==> config.mk <==
export PLATFORM = sky130hd
export DESIGN_NAME = vram_pixel_shifter_flat
export DESIGN_NICKNAME = d
export VERILOG_FILES = /design/src/rtl/vram_pixel_shifter_pkg.sv /design/src/rtl/vram_pixel_shifter_if.sv /design/src/rtl/vram_pixel_shifter_palette.sv /design/src/rtl/vram_pixel_shifter.sv /design/src/flat_wrapper.sv
export SDC_FILE = /design/constraint.sdc
export NUM_CORES = 1
export LEC_CHECK = 0
export CAP_MARGIN = 40
export CORE_MARGIN = 3
export CORE_UTILIZATION = 27
export CTS_CLUSTER_DIAMETER = 30
export DETAILED_ROUTE_END_ITERATION = 8
export PLACE_DENSITY = 0.49
export SYNTH_ARGS = -nofsm -noshare
export SYNTH_HDL_FRONTEND = slang
export SYNTH_SLANG_ARGS = --single-unit
==> constraint.sdc <==
create_clock -name CLKSYS -period 3.9 [get_ports CLKSYS]
set_input_delay 0.585 -clock CLKSYS [delete_from_list [all_inputs] [get_ports CLKSYS]]
set_output_delay 0.585 -clock CLKSYS [all_outputs]
set_load 0.02 [all_outputs]
==> src/rtl/vram_pixel_shifter_pkg.sv <==
// Shared constants and types for the VRAM pixel shifter.
//   PLANE_W     : width of one VRAM plane byte / shift register
//   PAL_ENTRIES : number of palette entries
//   PAL_W       : width of one palette entry ({G,R,B})
//   PIPE_DEPTH  : depth of the blank/sync alignment pipeline
package vram_pixel_shifter_pkg;

  localparam int PLANE_W     = 8;
  localparam int PAL_ENTRIES = 8;
  localparam int PAL_W       = 3;
  localparam int PIPE_DEPTH  = 2;
  localparam int PAL_AW      = $clog2(PAL_ENTRIES);

  typedef logic [PAL_W-1:0]      pal_entry_t;
  typedef logic [PAL_AW-1:0]     pal_addr_t;
  typedef logic [PLANE_W-1:0]    plane_t;
  typedef logic [PIPE_DEPTH-1:0] pipe_t;

  // Next value of one plane shifter on an enabled tick: a load wins over
  // the shift, and a shift moves the next pixel bit into the MSB.
  function automatic plane_t plane_next(input plane_t cur, input plane_t din,
                                        input logic load);
    return load ? din : {cur[PLANE_W-2:0], 1'b0};
  endfunction

endpackage

==> src/rtl/vram_pixel_shifter_if.sv <==
// Bus bundle between the CRTC/VRAM side and the pixel shifter.
//   Inputs to the shifter : SFTCLK, SFTLODn, SBLANKn, SHSYNCn, SVSYNCn,
//                           VDATA_B/R/G, MPAGE, PAL_WE, PAL_ADDR, PAL_DATA
//   Outputs of the shifter: RGB_OUT, DE_OUT, HSYNC_OUTn, VSYNC_OUTn
// master = the side that drives video timing and data (CRTC/VRAM),
// slave  = the pixel shifter.
// There is no valid/ready handshake: SFTCLK is a one-cycle clock enable and
// every input is sampled on the CLKSYS edge where it is high (palette write
// port excepted, which is sampled on every edge).
interface vram_pixel_shifter_if;
  import vram_pixel_shifter_pkg::*;

  logic       SFTCLK;
  logic       SFTLODn;
  logic       SBLANKn;
  logic       SHSYNCn;
  logic       SVSYNCn;
  plane_t     VDATA_B;
  plane_t     VDATA_R;
  plane_t     VDATA_G;
  logic [2:0] MPAGE;
  logic       PAL_WE;
  pal_addr_t  PAL_ADDR;
  pal_entry_t PAL_DATA;
  pal_entry_t RGB_OUT;
  logic       DE_OUT;
  logic       HSYNC_OUTn;
  logic       VSYNC_OUTn;

  modport master (
    output SFTCLK, SFTLODn, SBLANKn, SHSYNCn, SVSYNCn,
    output VDATA_B, VDATA_R, VDATA_G, MPAGE,
    output PAL_WE, PAL_ADDR, PAL_DATA,
    input  RGB_OUT, DE_OUT, HSYNC_OUTn, VSYNC_OUTn
  );

  modport slave (
    input  SFTCLK, SFTLODn, SBLANKn, SHSYNCn, SVSYNCn,
    input  VDATA_B, VDATA_R, VDATA_G, MPAGE,
    input  PAL_WE, PAL_ADDR, PAL_DATA,
    output RGB_OUT, DE_OUT, HSYNC_OUTn, VSYNC_OUTn
  );

endinterface

==> src/rtl/vram_pixel_shifter_palette.sv <==
// pixel_palette: 8 x 3-bit colour lookup table.
//   clk_i    : system clock
//   srst_ni  : synchronous active-low reset, loads the identity map
//   we_i     : write enable, honoured on any clock edge
//   waddr_i  : write address
//   wdata_i  : write data {G,R,B}
//   raddr_i  : read address (pixel index)
//   rdata_o  : combinational read data
// A write lands in the storage at the edge, so a read at that same edge
// still sees the old entry.
module pixel_palette
  import vram_pixel_shifter_pkg::*;
(
  input  logic       clk_i,
  input  logic       srst_ni,
  input  logic       we_i,
  input  pal_addr_t  waddr_i,
  input  pal_entry_t wdata_i,
  input  pal_addr_t  raddr_i,
  output pal_entry_t rdata_o
);

  pal_entry_t pal_q [PAL_ENTRIES];
  pal_entry_t pal_d [PAL_ENTRIES];

  always_comb begin
    pal_d = pal_q;
    if (we_i) begin
      pal_d[waddr_i] = wdata_i;
    end
  end

  always_ff @(posedge clk_i) begin
    if (!srst_ni) begin
      for (int i = 0; i < PAL_ENTRIES; i++) begin
        pal_q[i] <= pal_entry_t'(i);
      end
    end else begin
      pal_q <= pal_d;
    end
  end

  assign rdata_o = pal_q[raddr_i];

endmodule

==> src/rtl/vram_pixel_shifter.sv <==
// vram_pixel_shifter: serialises three VRAM plane bytes into 3-bit pixels,
// maps them through a palette and aligns blank/sync to the pixel stream.
//   CLKSYS  : system clock, everything on the rising edge
//   SRESETn : synchronous active-low reset
//   bus     : slave side of vram_pixel_shifter_if (pixel clock enable,
//             load strobe, blank/syncs, plane bytes, plane mask, palette
//             write port, RGB/DE/HSYNC/VSYNC outputs)
// Timing: a byte loaded at enabled tick n has its MSB registered on RGB_OUT
// at tick n+1; the blank/sync pipeline is two enabled ticks deep so that
// DE_OUT and the syncs leave on the same tick as that pixel.
module vram_pixel_shifter
  import vram_pixel_shifter_pkg::*;
(
  input  logic                   CLKSYS,
  input  logic                   SRESETn,
  vram_pixel_shifter_if.slave    bus
);

  plane_t     sh_b_q, sh_b_d;
  plane_t     sh_r_q, sh_r_d;
  plane_t     sh_g_q, sh_g_d;
  pipe_t      blank_q, blank_d;
  pipe_t      hsync_q, hsync_d;
  pipe_t      vsync_q, vsync_d;
  pal_entry_t rgb_q, rgb_d;
  pal_addr_t  pix_idx;
  pal_entry_t pal_rdata;
  logic       tick;
  logic       load;

  assign tick = bus.SFTCLK;
  assign load = ~bus.SFTLODn;

  // Index uses the shifter MSBs before this tick's update; the mask is
  // applied live so a mid-byte MPAGE change takes effect on the next pixel.
  assign pix_idx = pal_addr_t'({sh_g_q[PLANE_W-1], sh_r_q[PLANE_W-1],
                                sh_b_q[PLANE_W-1]} & ~bus.MPAGE);

  pixel_palette u_palette (
    .clk_i   (CLKSYS),
    .srst_ni (SRESETn),
    .we_i    (bus.PAL_WE),
    .waddr_i (bus.PAL_ADDR),
    .wdata_i (bus.PAL_DATA),
    .raddr_i (pix_idx),
    .rdata_o (pal_rdata)
  );

  always_comb begin
    sh_b_d  = sh_b_q;
    sh_r_d  = sh_r_q;
    sh_g_d  = sh_g_q;
    blank_d = blank_q;
    hsync_d = hsync_q;
    vsync_d = vsync_q;
    rgb_d   = rgb_q;
    if (tick) begin
      sh_b_d  = plane_next(sh_b_q, bus.VDATA_B, load);
      sh_r_d  = plane_next(sh_r_q, bus.VDATA_R, load);
      sh_g_d  = plane_next(sh_g_q, bus.VDATA_G, load);
      blank_d = {blank_q[PIPE_DEPTH-2:0], bus.SBLANKn};
      hsync_d = {hsync_q[PIPE_DEPTH-2:0], bus.SHSYNCn};
      vsync_d = {vsync_q[PIPE_DEPTH-2:0], bus.SVSYNCn};
      // Gate with the blank bit that moves into the last stage this tick,
      // i.e. the one DE_OUT will show alongside this pixel.
      rgb_d   = blank_q[PIPE_DEPTH-2] ? pal_rdata : '0;
    end
  end

  always_ff @(posedge CLKSYS) begin
    if (!SRESETn) begin
      sh_b_q  <= '0;
      sh_r_q  <= '0;
      sh_g_q  <= '0;
      blank_q <= '0;
      hsync_q <= '1;
      vsync_q <= '1;
      rgb_q   <= '0;
    end else begin
      sh_b_q  <= sh_b_d;
      sh_r_q  <= sh_r_d;
      sh_g_q  <= sh_g_d;
      blank_q <= blank_d;
      hsync_q <= hsync_d;
      vsync_q <= vsync_d;
      rgb_q   <= rgb_d;
    end
  end

  assign bus.RGB_OUT    = rgb_q;
  assign bus.DE_OUT     = blank_q[PIPE_DEPTH-1];
  assign bus.HSYNC_OUTn = hsync_q[PIPE_DEPTH-1];
  assign bus.VSYNC_OUTn = vsync_q[PIPE_DEPTH-1];

endmodule

==> src/flat_wrapper.sv <==
// flat-port wrapper written by rule: the top's interface ports become plain ports
module vram_pixel_shifter_flat import vram_pixel_shifter_pkg::*;
  (CLKSYS, SRESETn, bus_SFTCLK, bus_SFTLODn, bus_SBLANKn, bus_SHSYNCn, bus_SVSYNCn, bus_VDATA_B, bus_VDATA_R, bus_VDATA_G, bus_MPAGE, bus_PAL_WE, bus_PAL_ADDR, bus_PAL_DATA, bus_RGB_OUT, bus_DE_OUT, bus_HSYNC_OUTn, bus_VSYNC_OUTn);
  vram_pixel_shifter_if bus_i ();
  input  logic CLKSYS;
  input  logic SRESETn;
  input wire logic [$bits(bus_i.SFTCLK)-1:0] bus_SFTCLK;
  input wire logic [$bits(bus_i.SFTLODn)-1:0] bus_SFTLODn;
  input wire logic [$bits(bus_i.SBLANKn)-1:0] bus_SBLANKn;
  input wire logic [$bits(bus_i.SHSYNCn)-1:0] bus_SHSYNCn;
  input wire logic [$bits(bus_i.SVSYNCn)-1:0] bus_SVSYNCn;
  input wire logic [$bits(bus_i.VDATA_B)-1:0] bus_VDATA_B;
  input wire logic [$bits(bus_i.VDATA_R)-1:0] bus_VDATA_R;
  input wire logic [$bits(bus_i.VDATA_G)-1:0] bus_VDATA_G;
  input wire logic [$bits(bus_i.MPAGE)-1:0] bus_MPAGE;
  input wire logic [$bits(bus_i.PAL_WE)-1:0] bus_PAL_WE;
  input wire logic [$bits(bus_i.PAL_ADDR)-1:0] bus_PAL_ADDR;
  input wire logic [$bits(bus_i.PAL_DATA)-1:0] bus_PAL_DATA;
  output wire logic [$bits(bus_i.RGB_OUT)-1:0] bus_RGB_OUT;
  output wire logic [$bits(bus_i.DE_OUT)-1:0] bus_DE_OUT;
  output wire logic [$bits(bus_i.HSYNC_OUTn)-1:0] bus_HSYNC_OUTn;
  output wire logic [$bits(bus_i.VSYNC_OUTn)-1:0] bus_VSYNC_OUTn;
  assign bus_i.SFTCLK = bus_SFTCLK;
  assign bus_i.SFTLODn = bus_SFTLODn;
  assign bus_i.SBLANKn = bus_SBLANKn;
  assign bus_i.SHSYNCn = bus_SHSYNCn;
  assign bus_i.SVSYNCn = bus_SVSYNCn;
  assign bus_i.VDATA_B = bus_VDATA_B;
  assign bus_i.VDATA_R = bus_VDATA_R;
  assign bus_i.VDATA_G = bus_VDATA_G;
  assign bus_i.MPAGE = bus_MPAGE;
  assign bus_i.PAL_WE = bus_PAL_WE;
  assign bus_i.PAL_ADDR = bus_PAL_ADDR;
  assign bus_i.PAL_DATA = bus_PAL_DATA;
  assign bus_RGB_OUT = bus_i.RGB_OUT;
  assign bus_DE_OUT = bus_i.DE_OUT;
  assign bus_HSYNC_OUTn = bus_i.HSYNC_OUTn;
  assign bus_VSYNC_OUTn = bus_i.VSYNC_OUTn;
  vram_pixel_shifter u_core (.CLKSYS(CLKSYS), .SRESETn(SRESETn), .bus(bus_i));
endmodule
==> results of run 1 <==
-- sequential cells by signal, summed over array words and instances (netlist names) --
| register | flops |
|---|---|
| u_core.blank_q | 2 |
| u_core.vsync_q | 2 |
| u_core.sh_r_q | 8 |
| u_core.sh_b_q | 8 |
| u_core.bus.RGB_OUT | 3 |
| u_core.u_palette.pal_q | 24 |
| u_core.hsync_q | 2 |
| u_core.sh_g_q | 8 |
-- worst max-delay path, cell delays in order --
cell and delay, ns:
clkdlybuf4s50_1 0.45, nand2b_1 0.32, mux4_2 0.54, or2_1 0.22
a41o_1 0.21
-- cells in the final DEF (no fill, tap or decap), drive strengths merged, types with 4 or more instances in the layout --
cell type      synthesis  final
nor2b                 19     19
o211a                 21     21
mux2i                 56     56
clkbuf                14     14
clkdlybuf4s50          0     44
dfxtp                 57     57
nand2                 41     41
buf                    6      6
a21oi                  4      4
-- path summary, 6_finish.rpt --
kind                           from                    end  slack (ns)  cells past startpoint
setup reg to reg   u_core.sh_g_q[7]  u_core.bus.RGB_OUT[2]        2.24                      4
hold / removal    u_core.hsync_q[0]      u_core.hsync_q[0]        0.47                      2
hold reg to reg   u_core.hsync_q[0]      u_core.hsync_q[0]        0.47                      2
setup / recovery       bus_MPAGE[2]  u_core.bus.RGB_OUT[2]        1.79                      5
-- kinds of logic after synthesis --
| logic type | after synthesis | share of synthesized area |
|---|---|---|
| AOI/OAI and AO/OA | 31 | 0.108 |
| and+or+nand+nor | 82 | 0.172 |
| buffers and inverters | 21 | 0.0358 |
| DFF | 57 | 0.441 |
| muxes | 59 | 0.243 |
-- power breakdown --
group | internal [mW] | leakage, nW | total (mW) | switching [mW]
registers | 0.608 | 0.467 | 0.620 | 0.0122
logic | 0.0872 | 0.968 | 0.155 | 0.0679
clock network | 0.298 | 0.102 | 0.525 | 0.226
-- metal layers --
layer	global-route usage	wire length, um	vias up
li1	-	-	962
met5	0	0	-
met3	0.0416	279	6
met1	0.149	2800	892
met2	0.171	2610	31
met4	0.0427	79	0
-- cell type report --
type	count	area, um^2
inverters	1	3.75
clock buffers	14	183
clock inverters	2	10.0
flip-flops and latches	57	1140
fillers	999	5950
multi-input cells	172	1350
well taps	129	161
repair buffers	50	480
==> impl_metrics.json, run 1 <==
{
  "min_path_type": "flop to flop",
  "rows": 35,
  "cts_resized": 0,
  "worstSetupPathType": "primary input to flop",
  "yosys.area.top_type_share": 0.441,
  "power_leakage_nw": 1.54,
  "cts_buffer_depth": 2,
  "ios": 47,
  "start_util": 0.279,
  "clock_latency_ns": 0.33,
  "async_flop_share": 0,
  "avgViaCountPerCell": 4.45,
  "cts-root-buf": "clkbuf_8",
  "post-synth-top-count-cell": "dfxtp_1",
  "hold_ws_ns": 0.470,
  "hpwl_um": 3900,
  "die_h_um": 104,
  "grt_max_degree": 36,
  "antenna_found_initial": 0,
  "layoutNonFillerInstCount": 425,
  "die_w_um": 104,
  "final_area_um2": 3330,
  "cts_tree": "yes",
  "ctsHoldBuffers": 0,
  "grt_pass1_vias": 1903,
  "yosys_most_used_dff": "dfxtp_1",
  "postCtsSetupBuffers": 0,
  "arrival_ns": 2.33,
  "port_buffers": 46,
  "yosysTopAreaCell": "dfxtp_1",
  "diodes": 0,
  "final_core_util": 0.359,
  "layout-drive-gt1-share": 0.0980,
  "cellPowerDensity_nw_per_um2": 390,
  "drt-total-wl_um": 5770,
  "fin_setup_tns_ns": 0,
  "rsz0062_at_grt": "no",
  "power.total_mw": 1.30,
  "tritoncts.num_buffers": 9,
  "crit_required_ns": 4.12,
  "fin_crit_ns": 2.11,
  "vias": 1891,
  "status": "finished clean",
  "layout.nets": 332,
  "synth_cell_types": 27,
  "overflow": 0,
  "synth_area_um2": 2590,
  "max-cap-violations": 0,
  "dr.pass1.iters": 4,
  "routabilityCongestion": 0.769,
  "synth.area.top_cells": "dfxtp_1, mux2i_1, o211a_1",
  "ir_drop_mv": 0.180,
  "postLayoutSetupSlackWorst_ns": 1.79,
  "avgSynthCellArea_um2": 10.3,
  "synthCells": 250,
  "worst_pin_slew_ns": 0.622,
  "clkTransAtPathRegs_ns": 0.06,
  "netlist_top_cells_count": "dfxtp_1, mux2i_1, nand2_1, o211a_1, nor2b_1",
  "clock.fmax_ghz": 0.474,
  "worstSetupStartpointType": "primary input",
  "coreArea_um2": 9280,
  "dp.cells": 409,
  "dp_slack_ns": 1.44,
  "fin_crit_sh": 0.540,
  "cts_sinks": 57,
  "dr.first_iter.drc_count": 89,
  "yosys_warnings": 0,
  "fin_skew_ns": 0.00545,
  "avgRoutedWirePerCell_um": 13.6,
  "ys_ff_latch": 57,
  "drc": 0,
  "die-area_um2": 10800,
  "antenna_left": 0,
  "synth_fp_nets": 291,
  "finalSetupViolCount": 0,
  "htree_levels": 3,
  "maxSlewHeadroom": 0.585,
  "ys_seq_area_frac": 0.441,
  "grt_pass1_wl_um": 9630,
  "crit_fanout": 7,
  "synth-edff-count": 0,
  "drv_slew": 0,
  "track_usage": 0.114,
  "finalHoldViolCount": 0,
  "syn_to_final_growth_pct": 28.8,
  "placed_area_um2": 3140,
  "end_kind": "flop"
}
(Power assumes the default switching activity.)
==> run 2: changes to the inputs <==
--- a/config.mk
+++ b/config.mk
@@ -10,7 +10,7 @@
 export CORE_UTILIZATION = 27
 export CTS_CLUSTER_DIAMETER = 30
 export DETAILED_ROUTE_END_ITERATION = 8
-export PLACE_DENSITY = 0.49
+export PLACE_DENSITY = 0.5
 export SYNTH_ARGS = -nofsm -noshare
 export SYNTH_HDL_FRONTEND = slang
 export SYNTH_SLANG_ARGS = --single-unit
==> constraint.sdc (replaced) <==
create_clock -name CLKSYS -period 1.8 [get_ports CLKSYS]
set_input_delay 0.27 -clock CLKSYS [delete_from_list [all_inputs] [get_ports CLKSYS]]
set_output_delay 0.27 -clock CLKSYS [all_outputs]
set_load 0.02 [all_outputs]
==> impl_metrics.json, run 2 (synthesized netlist as in run 1, its figures left out) <==
{
  "hpwl_um": 4090,
  "clkTransAtPathRegs_ns": 0.07,
  "r2r_start": "u_core.sh_g_q[7]",
  "grt_max_degree": 35,
  "r2r_cells": 4,
  "die_h_um": 104,
  "min_path_type": "primary input to flop",
  "arrival_ns": 1.91,
  "clock_latency_ns": 0.32,
  "hold_ws_ns": 0.374,
  "pwr-share-seq": 0.475,
  "die_w_um": 104,
  "cellPowerDensity_nw_per_um2": 821,
  "end_kind": "flop",
  "rows": 35,
  "ir_drop_mv": 0.367,
  "clock.fmax_ghz": 0.587,
  "crit_fanout": 4,
  "power.switching_mw": 0.659,
  "r2r_slack_ns": 0.23,
  "htree_levels": 3,
  "avgViaCountPerCell": 4.38,
  "cts_buffer_depth": 2,
  "cts-root-buf": "clkbuf_8",
  "dp_slack_ns": -0.247,
  "cts_tree": "yes",
  "tritoncts.num_buffers": 9,
  "dr.pass1.iters": 5,
  "cpPeakStageDelay_ns": 0.52,
  "status": "finished clean",
  "dr.first_iter.drc_count": 57,
  "diodes": 0,
  "vias": 1915,
  "antenna_left": 0,
  "final_area_um2": 3450,
  "crit_path_end": "u_core.bus.RGB_OUT[1]",
  "postCtsSetupBuffers": 0,
  "ios": 47,
  "routabilityCongestion": 0.697,
  "finalSetupViolCount": 0,
  "setup.worst_path.start": "bus_MPAGE[2]",
  "layout-drive-gt1-share": 0.133,
  "fin_crit_ns": 1.70,
  "grt_pass1_vias": 1842,
  "crit_required_ns": 2.01,
  "drc": 0,
  "rsz0062_at_grt": "no",
  "largest_reg_flops": 24,
  "avgRoutedWirePerCell_um": 13.2,
  "layout_commonest_cell": "dfxtp_1",
  "power_leakage_nw": 1.61,
  "cts_resized": 0,
  "fin_setup_tns_ns": 0,
  "worstSetupPathType": "primary input to flop",
  "grt_pass1_wl_um": 9320,
  "ctsHoldBuffers": 0,
  "worst_pin_slew_ns": 0.539,
  "final_cell_mix": "dfxtp_1, mux2i_1, clkdlybuf4s50_1, nand2_1, o211a_1",
  "postLayoutSetupSlackWorst_ns": 0.0963,
  "worstSetupStartpointType": "primary input",
  "fin_skew_ns": 0.00808,
  "slowest_stage": "mux4_2",
  "layout.nets": 344,
  "maxSlewHeadroom": 0.641,
  "syn_to_final_growth_pct": 33.3,
  "port_buffers": 46,
  "cp_cell_sequence": "clkdlybuf4s50_1 -> nand2b_1 -> mux4_2 -> or2_1 -> a41o_1",
  "p_int_mw": 2.17,
  "netSwitchingFraction": 0.233,
  "coreArea_um2": 9280,
  "overflow": 0,
  "start_util": 0.279,
  "max-cap-violations": 0,
  "antenna_found_initial": 0,
  "top_register": "u_core.u_palette.pal_q",
  "cts_sinks": 57,
  "fin_crit_sh": 0.947,
  "rr_endpoint": "u_core.bus.RGB_OUT[1]",
  "track_usage": 0.108,
  "power_frac_comb": 0.127,
  "die-area_um2": 10800,
  "finalHoldViolCount": 0,
  "clock_power_share": 0.398,
  "drv_slew": 0,
  "drt-total-wl_um": 5760,
  "placed_area_um2": 3250
}
-- run 2: cell type report --
class | count | area [um^2]
inverters | 1 | 3.75
well taps | 129 | 161
clock inverters | 2 | 10.0
flip-flops and latches | 57 | 1140
fillers | 1008 | 5840
clock buffers | 14 | 183
repair buffers | 62 | 596
multi-input cells | 172 | 1350
-- run 2: how the worst min path moves through the flow --
stage / start / end / depth (start not counted)
after floorplan: bus_SHSYNCn / u_core.hsync_q[0] / 2
after global placement: u_core.u_palette.pal_q[5] / u_core.u_palette.pal_q[5] / 2
after detailed placement: u_core.u_palette.pal_q[4] / u_core.u_palette.pal_q[4] / 2
after CTS: SRESETn / u_core.u_palette.pal_q[13] / 2
after global routing: SRESETn / u_core.u_palette.pal_q[6] / 2
final: SRESETn / u_core.u_palette.pal_q[13] / 2
-- run 2: power groups by stage --
stage               sequential (mW)  clock, mW  combinational [mW]
CTS                            1.35       1.18               0.364
detailed placement             1.37          0               0.362
finish                         1.34       1.13               0.358
floorplan                      1.37          0               0.203
global placement               1.37          0               0.360
global route                   1.35       1.24               0.394
-- run 2: layer usage --
layer | part of all wire | vias up | routed length (um) | global-route usage
li1 | - | 986 | - | -
met1 | 0.52 | 892 | 2990 | 0.153
met2 | 0.43 | 31 | 2480 | 0.148
met3 | 0.037 | 6 | 211 | 0.0310
met4 | 0.015 | 0 | 87 | 0.0570
met5 | 0 | - | 0 | 0
-- run 2: through the flow --
| stage | std cells | total power, mW | util |
|---|---|---|---|
| 6_report | 437 | 2.83 | 0.371 |
| 5_1_grt | 437 | 2.98 | 0.371 |
| 4_1_cts | 437 | 2.89 | 0.371 |
| 3_5_place_dp | 421 | 1.74 | 0.351 |
| 3_3_place_gp | 421 | 1.73 | 0.351 |
| 2_1_floorplan | 250 | 1.57 | - |
-- run 2: critical path: cells and delay by family --
kind,cells,cell delay [ns]
AND/OR/NAND/NOR,2,0.45
buffers and inverters,1,0.46
AO/OA/AOI/OAI,1,0.20
multiplexers,1,0.52
==> run 3: changes to the inputs <==
--- a/config.mk
+++ b/config.mk
@@ -5,6 +5,7 @@
 export SDC_FILE = /design/constraint.sdc
 export NUM_CORES = 1
 export LEC_CHECK = 0
+export ABC_AREA = 1
 export CAP_MARGIN = 40
 export CORE_MARGIN = 3
 export CORE_UTILIZATION = 27
==> impl_metrics.json, run 3 <==
{
  "cp_cell_sequence": "clkdlybuf4s50_1",
  "cts_sinks": 57,
  "synth-edff-count": 0,
  "overflow": 0,
  "fin_skew_ns": 0.00687,
  "die_w_um": 105,
  "largest_reg_flops": 24,
  "layout-drive-gt1-share": 0.0692,
  "drv_slew": 0,
  "cts_tree": "yes",
  "cts-root-buf": "clkbuf_8",
  "hpwl_um": 4630,
  "cp_top_family": "buffers and inverters",
  "synth_area_um2": 2630,
  "dr.first_iter.drc_count": 125,
  "end_kind": "primary output",
  "diodes": 0,
  "fin_crit_sh": 0.889,
  "ys_seq_area_frac": 0.434,
  "crit_fanout": 2,
  "maxSlewHeadroom": 0.542,
  "clock_latency_ns": 0.33,
  "cts_resized": 0,
  "worst_pin_slew_ns": 0.686,
  "grt_pass1_wl_um": 11100,
  "die-area_um2": 11000,
  "cpPeakStageDelay_ns": 0.63,
  "rsz0062_at_grt": "no",
  "slowest_stage": "clkdlybuf4s50_1",
  "synthCells": 370,
  "status": "finished clean",
  "finalHoldViolCount": 0,
  "antenna_found_initial": 0,
  "fin_crit_ns": 1.60,
  "port_buffers": 46,
  "postCtsSetupBuffers": 0,
  "async_flop_share": 0,
  "cellPowerDensity_nw_per_um2": 859,
  "clock.fmax_ghz": 0.625,
  "drt-total-wl_um": 6610,
  "synth_cell_types": 22,
  "avgViaCountPerCell": 4.46,
  "worstSetupStartpointType": "flop",
  "avgRoutedWirePerCell_um": 12.1,
  "layout_commonest_cell": "nand2_1",
  "drc": 0,
  "synth_fp_nets": 411,
  "yosys.area.top_type_share": 0.434,
  "crit_required_ns": 1.53,
  "post-synth-top-count-cell": "nand2_1",
  "tritoncts.num_buffers": 9,
  "clkTransAtPathRegs_ns": 0.07,
  "grt_max_degree": 49,
  "antenna_left": 0,
  "top_register": "u_core.u_palette.pal_q",
  "finalSetupViolCount": 0,
  "path_buf_inv": 1,
  "final_cell_mix": "nand2_1, inv_1, dfxtp_1, nand3_1, clkdlybuf4s50_1",
  "worstSetupPathType": "flop to primary output",
  "fin_setup_tns_ns": 0,
  "yosysTopAreaCell": "dfxtp_1",
  "avgSynthCellArea_um2": 7.11,
  "vias": 2445,
  "ys_ff_latch": 57,
  "die_h_um": 105,
  "cts_buffer_depth": 2,
  "yosys_warnings": 0,
  "dr.pass1.iters": 4,
  "arrival_ns": 1.33,
  "min_path_type": "flop to flop",
  "track_usage": 0.124,
  "synth.area.top_cells": "dfxtp_1, nand2_1, nand3_1",
  "ctsHoldBuffers": 0,
  "routabilityCongestion": 0.842,
  "syn_to_final_growth_pct": 29.6,
  "coreArea_um2": 9370,
  "ios": 47,
  "rows": 35,
  "ir_drop_mv": 0.315,
  "max-cap-violations": 0,
  "grt_pass1_vias": 2204,
  "yosys_most_used_dff": "dfxtp_1",
  "power_leakage_nw": 1.54,
  "final_core_util": 0.364,
  "layout.nets": 455,
  "netlist_top_cells_count": "nand2_1, inv_1, dfxtp_1, nand3_1, o211ai_1",
  "start_util": 0.281,
  "htree_levels": 3
}
==> run 3: cells by family (layout without fill, tap and decap cells) <==
logic type             count (synthesis)  in the layout  share of synthesized area
buffers and inverters                 80            129                      0.129
AND/OR/NAND/NOR                      171            171                      0.290
flip-flops                            57             57                      0.434
AO/OA/AOI/OAI                         62             62                      0.147
==> run 3: worst paths after layout <==
check	start	endpoint	slack [ns]	depth (start not counted)
worst min-delay path	u_core.u_palette.pal_q[10]	u_core.u_palette.pal_q[10]	0.46	2
worst min register to register	u_core.u_palette.pal_q[10]	u_core.u_palette.pal_q[10]	0.46	2
worst max-delay path	u_core.bus.RGB_OUT[0]	bus_RGB_OUT[0]	0.20	1
worst max register to register	u_core.sh_g_q[7]	u_core.bus.RGB_OUT[1]	0.60	7
==> run 3: cell type report <==
cell class | count | area [um^2]
Clock inverter | 5 | 55.1
Tap cell | 129 | 161
Clock buffer | 11 | 141
Multi-Input combinational cell | 233 | 1150
Fill cell | 1029 | 5960
Sequential cell | 57 | 1140
Inverter | 61 | 231
Timing Repair Buffer | 52 | 531
==> run 3: power by group <==
group          internal (mW)  switching, mW
Clock                  0.672          0.521
Combinational          0.178          0.202
Sequential              1.33         0.0314
==> run 3: routing by layer <==
metal	wire, um	global-route usage	up-vias
met4	50	0.0366	0
met5	0	0	-
met1	3320	0.176	1111
met2	3000	0.181	47
li1	-	-	1283
met3	243	0.0371	4
==> run 3: stage by stage <==
stage / total power, mW / std cells / hold slack, ns / instance area (um^2) / setup WS, ns
floorplan: 1.60 / 370 / 0.396 / 2630 / 0.808
detailed placement: 1.77 / 532 / 0.447 / 3210 / 0.143
CTS: 2.98 / 548 / 0.458 / 3410 / 0.179
global route: 3.08 / 548 / 0.471 / 3410 / 0.155
finish: 2.93 / 548 / 0.460 / 3410 / 0.200
global placement: 1.77 / 532 / 0.444 / 3210 / 0.133
